File: config.mk
export PLATFORM = sky130hd
export DESIGN_NAME = paddle_ctrl
export DESIGN_NICKNAME = d
export VERILOG_FILES = /design/src/rtl/paddle_ctrl.sv
export SDC_FILE = /design/constraint.sdc
export NUM_CORES = 1
export LEC_CHECK = 0
export BUFFER_PORTS_ARGS = -buffer_cell sky130_fd_sc_hd__buf_4
export CAP_MARGIN = 20
export CORE_MARGIN = 2
export CORE_UTILIZATION = 55
export DETAILED_ROUTE_END_ITERATION = 16
export PLACE_DENSITY = 0.79
export SYNTH_ARGS = -nofsm -noshare
export SYNTH_HDL_FRONTEND = slang
export SYNTH_SLANG_ARGS = --single-unit
File: constraint.sdc
create_clock -name clk -period 4.2 [get_ports clk]
set_input_delay 0.84 -clock clk [delete_from_list [all_inputs] [get_ports clk]]
set_output_delay 0.84 -clock clk [all_outputs]
set_load 0.005 [all_outputs]
File: src/rtl/paddle_ctrl.sv
// Paddle position controller: banks rotary step pulses into a saturating signed
// backlog and slews the paddle one STEP per frame, clamped to the playfield.
module paddle_ctrl #(
  parameter int unsigned SCREEN_H    = 480,
  parameter int unsigned PADDLE_H    = 64,
  parameter int unsigned STEP        = 8,
  parameter int unsigned POS_W       = 10,
  parameter int unsigned MAX_PENDING = 7
) (
  input  logic             clk,
  input  logic             rst,
  input  logic             left_op,
  input  logic             right_op,
  input  logic             frame_tick,
  input  logic             center_req,
  output logic [POS_W-1:0] paddle_y,
  output logic             moving,
  output logic             at_top,
  output logic             at_bottom
);

  localparam int unsigned BW = 5;
  localparam int unsigned SW = BW + 1;
  localparam int unsigned PW = POS_W + 1;

  localparam logic [PW-1:0]        Y_MAX  = PW'(SCREEN_H - PADDLE_H);
  localparam logic [PW-1:0]        Y_C    = PW'((SCREEN_H - PADDLE_H) / 2);
  localparam logic [PW-1:0]        STEP_W = PW'(STEP);
  localparam logic signed [SW-1:0] MAXP   = SW'(MAX_PENDING);

  typedef enum logic [1:0] {
    IDLE     = 2'd0,
    SLEW_UP  = 2'd1,
    SLEW_DN  = 2'd2,
    RECENTER = 2'd3
  } state_e;

  state_e               state_q, state_d;
  logic [POS_W-1:0]     y_q, y_d;
  logic signed [BW-1:0] backlog_q, backlog_d;
  logic                 pend_q, pend_d;
  logic                 moving_q, moving_d;

  logic [PW-1:0]        y_ext;
  logic signed [SW-1:0] delta;
  logic signed [SW-1:0] base;
  logic signed [SW-1:0] adj;
  logic signed [SW-1:0] sum;

  always_ff @(posedge clk or posedge rst) begin
    if (rst) begin
      state_q   <= IDLE;
      y_q       <= POS_W'(Y_C);
      backlog_q <= '0;
      pend_q    <= 1'b0;
      moving_q  <= 1'b0;
    end else begin
      state_q   <= state_d;
      y_q       <= y_d;
      backlog_q <= backlog_d;
      pend_q    <= pend_d;
      moving_q  <= moving_d;
    end
  end

  // Move decision uses the registered state, so a pulse on the tick cycle only
  // lands in the backlog and never alters the step taken on that tick.
  always_comb begin
    y_d       = y_q;
    pend_d    = pend_q | center_req;
    base      = {backlog_q[BW-1], backlog_q};
    adj       = '0;
    delta     = '0;
    sum       = '0;
    backlog_d = backlog_q;
    state_d   = IDLE;
    moving_d  = 1'b0;
    y_ext     = {1'b0, y_q};

    if (right_op && !left_op) begin
      delta = SW'(1);
    end else if (left_op && !right_op) begin
      delta = -SW'(1);
    end

    if (frame_tick) begin
      case (state_q)
        SLEW_UP: begin
          if (y_q == '0) begin
            base = '0;
          end else begin
            y_d = (y_ext < STEP_W) ? '0 : POS_W'(y_ext - STEP_W);
            adj = SW'(1);
          end
        end
        SLEW_DN: begin
          if (y_ext == Y_MAX) begin
            base = '0;
          end else begin
            y_d = ((y_ext + STEP_W) > Y_MAX) ? POS_W'(Y_MAX) : POS_W'(y_ext + STEP_W);
            adj = -SW'(1);
          end
        end
        RECENTER: begin
          y_d    = POS_W'(Y_C);
          pend_d = 1'b0;
        end
        default: ;
      endcase
    end

    sum = base + adj + delta;
    if (sum > MAXP) begin
      sum = MAXP;
    end else if (sum < -MAXP) begin
      sum = -MAXP;
    end
    backlog_d = BW'(sum);

    if (frame_tick && state_q == RECENTER) begin
      backlog_d = '0;
    end

    if (pend_d) begin
      state_d = RECENTER;
    end else if (backlog_d[BW-1]) begin
      state_d = SLEW_UP;
    end else if (backlog_d != '0) begin
      state_d = SLEW_DN;
    end
    moving_d = (backlog_d != '0);
  end

  assign paddle_y  = y_q;
  assign moving    = moving_q;
  assign at_top    = (y_q == '0);
  assign at_bottom = ({1'b0, y_q} == Y_MAX);

endmodule

Word level (Yosys, flattened, before mapping)

Cells that the tools add are included.
W data, S select, Z words.

Logic and storage cells: 52
Register bits after elaboration: 19
Output and inout port bits: 13
Input port bits: 6

Magnitude comparators: 4
Add/sub/neg operators: 4
Reduce and logical (&&, ||, !) cells: 9
Equality and inequality tests: 6
Bitwise gates (word level): 1
Mux-type cells: 23

Operators by type and width:

| operator                | number |
|---|---|
| $mux W6                 | 7 |
| $mux W10                | 4 |
| $pmux W10 S3            | 1 |
| $pmux W6 S2             | 2 |
| $mux W5                 | 3 |
| $add A6 B6 Y6           | 2 |
| $add A10 B4 Y11 const B | 1 |
| $gt A11 B9 Y1 const B   | 1 |
| $eq A10 B9 Y1 const B   | 1 |
| $logic_not A10 Y1       | 1 |
| $lt A10 B4 Y1 const B   | 1 |
| $sub A10 B4 Y10 const B | 1 |
| $gt A6 B4 Y1 const B    | 1 |
| $lt A6 B4 Y1 const B    | 1 |
| $mux W2                 | 3 |
| $reduce_bool A5 Y1      | 1 |
| $eq A2 B2 Y1 const B    | 2 |
| $ne A2 B2 Y1 const B    | 2 |
| $reduce_and A4 Y1       | 1 |
| $logic_and A1 B1 Y1     | 3 |
| $mux W1                 | 3 |
| $reduce_bool A3 Y1      | 1 |
| $eq A2 B1 Y1 const B    | 1 |
| $logic_not A1 Y1        | 2 |
| $or A1 B1 Y1            | 1 |

Depth between registers and ports, before layout

Gate-level depths: netlist (run 1).

Depth in word-level cells: 14
Depth in mapped cells: 15
Depth with buffers taken out: 14

Least setup slack after synthesis (run 1)

OpenSTA, ideal clock, no wires.

Kind: reg-to-reg
Start point: reg y_q[3], in the netlist paddle_y[3]
End point: reg backlog_q[0]
Stages on the path, launching flop included: 15
Data required time: 4.045 ns
Slack: 0.353 ns
Clock period less this slack: 3.847 ns
Arrival: 3.692 ns
Library setup time: 0.155 ns
Buffers on the path: 1
Cell sequence: dfrtp_1 buf_4 or3_4 o41ai_1 o21ai_1 or2_2 and2_1 fa_1 ha_1 fa_1 xor2_1 nand2_1 mux2i_1 nor4bb_1 a211oi_1

Word-level cells in the longest chain between the ends: 10
Elaborated cells between the ends (all ways): 17
Those cells by class: add/sub (2); order compare (2); eq/ne (1); mux (11); reduce/logical (1)

RTL lines:

| element                                                   | RTL line | text |
|---|---|---|
| start, declared                                           | 39       | `logic [POS_W-1:0] y_q, y_d;` |
| start signal, assigned                                    | 53       | `y_q <= POS_W'(Y_C);` |
| start signal, assigned                                    | 59       | `y_q <= y_d;` |
| $eq A10 B9 Y1 / $logic_not A10 Y1 (equally long branches) | 97, 89   |  |
| $mux W6 (tied with other cells)                           | 97       | `if (y_ext == Y_MAX) begin` |
| $pmux W6 S2                                               | 87       | `case (state_q)` |
| $mux W6                                                   | 86       | `if (frame_tick) begin` |
| $add A6 B6 Y6 * (2 in a row)                              | 112      | `sum = base + adj + delta;` |
| $lt A6 B4 Y1                                              | 115      | `end else if (sum < -MAXP) begin` |
| $mux W5                                                   | 115      |  |
| $mux W5 *                                                 | 113      | `if (sum > MAXP) begin` |
| $mux W5 *                                                 | 120      | `if (frame_tick && state_q == RECENTER) begin` |
| via backlog_d[0]                                          | 40       | `logic signed [BW-1:0] backlog_q, backlog_d;` |
| end signal, assigned                                      | 60       | `backlog_q <= backlog_d;` |
| end, declared                                             | 40       |  |

Mark *: on every way through the listed nets, which the timed path passes. The rest lies on a longest branch.
A chain may end at the register's enable or synchronous reset.

Worst setup path after layout (run 1)

Start point: reg y_q[5], in the netlist paddle_y[5]
End point: reg backlog_q[0]

Same word-level chain as after synthesis.

==> impl_metrics.toml, run 1 <==
[finish]
num_antenna_cells = 0
syn_to_final_growth_pct = 11.5
drive_gt1_frac = 0.208
finalInstanceArea_sq_um = 1810
final_net_count = 226

[clock_network]
cts.sinks = 16
clock_latency_ns = 0.30
post_cts_buffers = 0
cts-hold-fix-buffers = 0
cts_root_buf = "clkbuf_4"
clockBufferDepth = 2
cts_resized = 0
cts_tree = "done"
clkTransAtPathRegs_ns = 0.11
cts-htree-levels = 1
numCtsBuffers = 3

[critical_path]
crit_path_end_kind = "flip-flop"
crit_required_ns = 4.37
path_delay_family = "adder cells"
worstPathArrival_ns = 4.20
cp_slowest_stage_delay_ns = 0.44
r2r-end = "backlog_q[0]$_DFF_PP0_"
regToRegStartpoint = "paddle_y[5]$_DFFE_PP0P_"
reg2reg_slack_ns = 0.18
r2r_cells = 14
crit_chain = "buf_4 -> inv_1 -> o41ai_2 -> o21ai_1 -> or2_2 -> and2_1 -> fa_1 -> ha_1 -> fa_1 -> a21o_1 -> a21oi_1 -> xnor2_2 -> nor4bb_2 -> a211oi_1"
path_class = "reg2reg"
crit_fanout = 16
crit_start = "paddle_y[5]$_DFFE_PP0P_"
cpMostUsedCell = "fa_1"
path_buf_inv = 2
slowest_stage = "dfrtp_1"
startpoint_type = "flip-flop"

[route]
drt_iter0_markers = 69
via_per_inst = 6.15
ant_nets = 0
detail_route.wl_per_cell_microns = 16.2
dr.pass1.iters = 4
dr_total_vias = 1432
wirelength_microns = 3770
route.detailed.drc = 0

[timing]
relSlewSlack = 0.317
skew_ns = 0.00250
period_share = 0.958
period_minus_slack_ns = 4.02
fin_setup_tns_ns = 0
setup_viol = 0
fmax_mhz = 249
maxSlewViolCount = 0
timing.hold.ws_ns = 0.513
rsz0062_at_grt = "false"
worst_slew_pin_slew_ns = 1.02
hold_violations = 0

[global_routing]
grt_pass1_vias = 1389
grt_pass1_wl_microns = 6490
grt_max_degree = 17
overflow = 0
antenna_found_initial = 0
grt_usage = 0.247

[floorplanning]
die_w_microns = 58.3
start_util = 0.583
core_area_sq_um = 2780
rows = 19
die_h_microns = 58.3
io-pin-count = 19
die_area_sq_um = 3400

[logic_synthesis]
syn_area_per_cell_sq_um = 8.58
yosys_warnings = 0
netlist_area_sq_um = 1620
synth-main-ff-cell = "dfrtp_1"
synth_edf_count = 0
ys_async_sr_fraction = 1.00
ys_seq_area_frac = 0.249
ys_seq_elements = 16
ys_types = 55
syn_inst = 189

[place]
place.gp.congestion = 0.935
dp_hpwl_microns = 2900
port_buffers = 15
placed_cell_area_sq_um = 1740

[worst_hold_path]
hold_path_depth = 2
hold_start = "pend_q$_DFF_PP0_"
hold_class = "reg2reg"
min_to = "pend_q$_DFF_PP0_"

[power]
p_leak_nw = 0.815
seqPwrFrac = 0.204
total_power_mw = 1.59
p_sw_frac = 0.498
p_int_uw = 798
power_frac_clock = 0.070
p_comb_frac = 0.725
power_density_nw_per_um2 = 879
p_sw_uw = 791
power.ir.vdd_worst_v = 0.000664

[job]
cap_violations = 0

[run_status]
status = "finished clean"
[cell type report]
| cell class | count | area (sq um) |
|---|---|---|
| fillers | 228 | 973 |
| clock buffers | 4 | 36.3 |
| well taps | 31 | 38.8 |
| inverters | 16 | 60.1 |
| repair buffers | 22 | 165 |
| multi-input cells | 144 | 1100 |
| flip-flops and latches | 16 | 404 |
[power by group through the flow]
stage | combinational (mW) | sequential, mW | clock [mW]
CTS | 1.10 | 0.323 | 0.114
global placement | 1.05 | 0.320 | 0
global route | 1.28 | 0.337 | 0.120
detailed placement | 1.10 | 0.326 | 0
finish | 1.15 | 0.325 | 0.112
floorplan | 0.835 | 0.291 | 0
[cell usage after synthesis (all sizes together), types with 2 or more instances]
cell type	count	area [sq um]
inv	16	60.1
o21ai	14	70.1
dfrtp	13	325
nand2	12	45.0
ha	11	138
nor3	11	55.1
a21oi	10	50.1
buf	8	62.6
nor2	8	30.0
clkbuf	7	27.5
fa	6	120
xnor2	6	52.6
and2	5	31.3
a211oi	4	30.0
nor2b	4	25.0
dfstp	3	78.8
nand3	3	15.0
nand4	3	18.8
nor3b	3	22.5
or2	3	18.8
or3	3	28.8
a21o	2	15.0
a221oi	2	17.5
a22oi	2	15.0
a31oi	2	12.5
and3	2	12.5
and4	2	18.8
nor4	2	27.5
o221ai	2	35.0
o22ai	2	12.5
o31ai	2	15.0
[cells in the final DEF, fill, tap and decap left out, types with 2 or more instances in the layout]
cell / count
a211oi_1: 4
a21o_1: 2
a21oi_1: 10
a221oi_1: 2
a22oi_1: 2
a31oi_1: 2
and2_1: 5
and3_1: 2
buf_4: 22
clkbuf_4: 3
conb_1: 3
dfrtp_1: 13
dfstp_2: 3
fa_1: 6
ha_1: 11
inv_1: 16
nand2_1: 12
nand3_1: 3
nand4_1: 3
nor2_1: 8
nor2b_1: 4
nor3_1: 11
nor3b_1: 3
o21ai_0: 13
o22ai_1: 2
o31ai_1: 2
or2_2: 3
or3_4: 2
xnor2_1: 5
[sequential cells by signal, summed over array words and instances (netlist names)]
register	cells
paddle_y	7
pend_q	1
state_q	2
moving	1
backlog_q	5
[through the flow]
stage	setup WS, ns	util	cells
global placement	0.296	0.627	229
global route	0.00136	0.650	233
detailed placement	0.133	0.627	229
CTS	0.102	0.640	233
floorplan	0.353	-	191
finish	0.176	0.650	233
[worst max-delay path by stage]
stage	to	cells after the start	slack (ns)
after floorplan	backlog_q[0]$_DFF_PP0_	14	0.35
after global placement	backlog_q[2]$_DFF_PP0_	13	0.30
after detailed placement	backlog_q[1]$_DFF_PP0_	13	0.13
after CTS	backlog_q[1]$_DFF_PP0_	13	0.10
after global routing	backlog_q[0]$_DFF_PP0_	14	0.001
final	backlog_q[0]$_DFF_PP0_	14	0.18
[worst min-delay path: stages, from the launching register on]
cell and delay [ns]:
dfrtp_1 0.34, nor2_1 0.06, nor2_1 0.08
[cell families after synthesis]
group,after synthesis,share of synthesized area
buf+inv,31,0.0926
other cells,1,0.00231
xor+xnor,7,0.0378
mux,1,0.00617
compound gates,52,0.222
flops,16,0.249
simple gates,64,0.231
fa+ha+maj,17,0.159
[routing by layer]
layer / part of all wire / wire length [microns] / global-route usage
met5: 0 / 0 / 0
met2: 0.46 / 1720 / 0.376
met4: 0.0077 / 29 / 0.0565
met1: 0.49 / 1850 / 0.375
met3: 0.045 / 171 / 0.0330
No activity file was read; power rests on OpenSTA's default activity.
==> run 2: changes to the inputs <==
Settings changed: CORE_UTILIZATION 55 to 53, REMOVE_ABC_BUFFERS set to 1, TNS_END_PERCENT set to 20.
Clock period 4.2 ns to 3.3 ns, I/O delays scaled along.
==> run 2 against run 1 <==
Effect of this change:
- the run now ends with negative setup slack left
- clock power increased by 20%
- critical path depth is 1 higher
- fmax up 8.4%
- count of clock-buffer cells in the layout is the same
- final cell count rose by 9.4%
- highest routed layer unchanged
==> impl_metrics.toml, run 2 (synthesis results as in run 1) <==
[global_routing]
overflow = 0
grt_pass1_wl_microns = 7210
grt_max_degree = 17
grt_pass1_vias = 1544
antenna_found_initial = 0
grt_usage = 0.268

[floorplanning]
start_util = 0.545
rows = 20
die_h_microns = 59.3
core_area_sq_um = 2980
die_area_sq_um = 3520
io-pin-count = 19
die_w_microns = 59.3

[finish]
final_common_cell = "buf_4"
drive_gt1_frac = 0.315
fin_util = 0.682
final_cells = 255
largest_reg_flops = 7
most-common-layout-cells = "buf_4 (42), inv_1 (16), o21ai_0 (13), dfrtp_1 (13), nand2_1 (12)"
num_antenna_cells = 0
syn_to_final_growth_pct = 25.2
final_net_count = 246

[route]
dr.pass1.iters = 5
wl_met2_microns = 2230
highest_layer = "met4"
via_per_inst = 6.14
drt_iter0_markers = 155
detail_route.wl_per_cell_microns = 17.1
route.detailed.drc = 0
ant_nets = 0
wl_met3_microns = 259
wl_met1_microns = 1780
dr_total_vias = 1566
wirelength_microns = 4370

[timing]
maxSlewViolCount = 0
fin_ws_ns = -0.410
relSlewSlack = 0.405
fin_setup_tns_ns = -2.74
timing.hold.ws_ns = 0.433
rsz0062_at_grt = "true"
worst_slew_pin_slew_ns = 0.887
period_minus_slack_ns = 3.71
skew_ns = 0.00844
fmax_mhz = 270
period_share = 1.12
hold_violations = 0
setup_viol = 8

[critical_path]
path_buf_inv = 2
path_class = "reg2reg"
worst-path-stages = 15
path_delay_family = "simple AND/OR/NAND/NOR gates"
crit_path_end_kind = "flip-flop"
crit_fanout = 7
crit_required_ns = 3.47
crit_chain = "buf_4 -> nor3_1 -> nand2_1 -> inv_1 -> o21ai_2 -> or2_4 -> and2_4 -> fa_1 -> ha_2 -> fa_2 -> a21o_1 -> a21oi_4 -> xnor2_4 -> nor4bb_4 -> a211oi_1"
cp_slowest_stage_delay_ns = 0.45
slowest_stage = "fa_1"
r2r_cells = 15
startpoint_type = "flip-flop"
worstPathArrival_ns = 3.88

[run_status]
violations = "negative setup slack"
status = "complete, but fails checks"

[power]
power.ir.vdd_worst_v = 0.000813
power_density_nw_per_um2 = 1190
p_leak_nw = 0.923

[clock_network]
clkTransAtPathRegs_ns = 0.10
numCtsBuffers = 3
cts-htree-levels = 1
cts.sinks = 16
clock_latency_ns = 0.29
cts_tree = "done"
cts_root_buf = "clkbuf_4"
clockBufferDepth = 2

[place]
dp_hpwl_microns = 3210
dp_cells = 250
port_buffers = 15
place.gp.congestion = 0.891

[worst_hold_path]
hold_class = "in2async"

[job]
cap_violations = 0
run 2: power by group:
part	switching (mW)	internal, mW
Sequential	0.0519	0.305
Combinational	1.05	0.886
Clock	0.0664	0.0672
run 2: through the flow:
| stage | power [mW] | area (sq um) | worst slack (ns) |
|---|---|---|---|
| floorplan | 1.38 | 1540 | -0.525 |
| global placement | 1.90 | 1890 | -0.392 |
| detailed placement | 1.99 | 1890 | -0.609 |
| CTS | 2.24 | 1990 | -0.287 |
| global route | 2.61 | 2030 | -0.515 |
| finish | 2.42 | 2030 | -0.410 |
run 2: worst paths after layout:
check / start / endpoint / slack (ns)
worst max-delay path: paddle_y[7]$_DFFE_PP1P_ / backlog_q[0]$_DFF_PP0_ / -0.41
worst min-delay path: rst / backlog_q[3]$_DFF_PP0_ / 0.43
worst max register to register: paddle_y[7]$_DFFE_PP1P_ / backlog_q[0]$_DFF_PP0_ / -0.41
worst min register to register: pend_q$_DFF_PP0_ / pend_q$_DFF_PP0_ / 0.52
max in group asynchronous: rst / paddle_y[8]$_DFFE_PP0P_ / 2.46
min in group clk: pend_q$_DFF_PP0_ / pend_q$_DFF_PP0_ / 0.52
run 2: cell type report:
| cell class | instances | area [sq um] |
|---|---|---|
| Clock buffer | 4 | 36.3 |
| Sequential cell | 16 | 404 |
| Inverter | 16 | 60.1 |
| Tap cell | 33 | 41.3 |
| Fill cell | 224 | 948 |
| Timing Repair Buffer | 42 | 315 |
| Multi-Input combinational cell | 144 | 1170 |
run 2: worst reg2reg max path, delay by kind of cell, from the launching register on:
kind | cells | cell delay [ns]
AOI/OAI and AO/OA | 4 | 0.57
buffers and inverters | 2 | 0.27
adders and majority gates | 3 | 1.05
and+or+nand+nor | 5 | 1.20
DFF | 1 | 0.38
xor gates and xnor gates | 1 | 0.13
run 2: repair_timing:
item | in CTS | in global routing
hold buffers | 0 | 0
gates resized for setup | 12 | 5
pin swaps | 4 | 2
setup endpoints to repair | 8 | 8
buffers inserted | 0 | 1
run 2: per-layer routing:
layer,up-vias,global-route usage
met1,740,0.365
met2,81,0.451
met3,13,0.0240
met4,0,0.0812
met5,-,0
li1,732,-
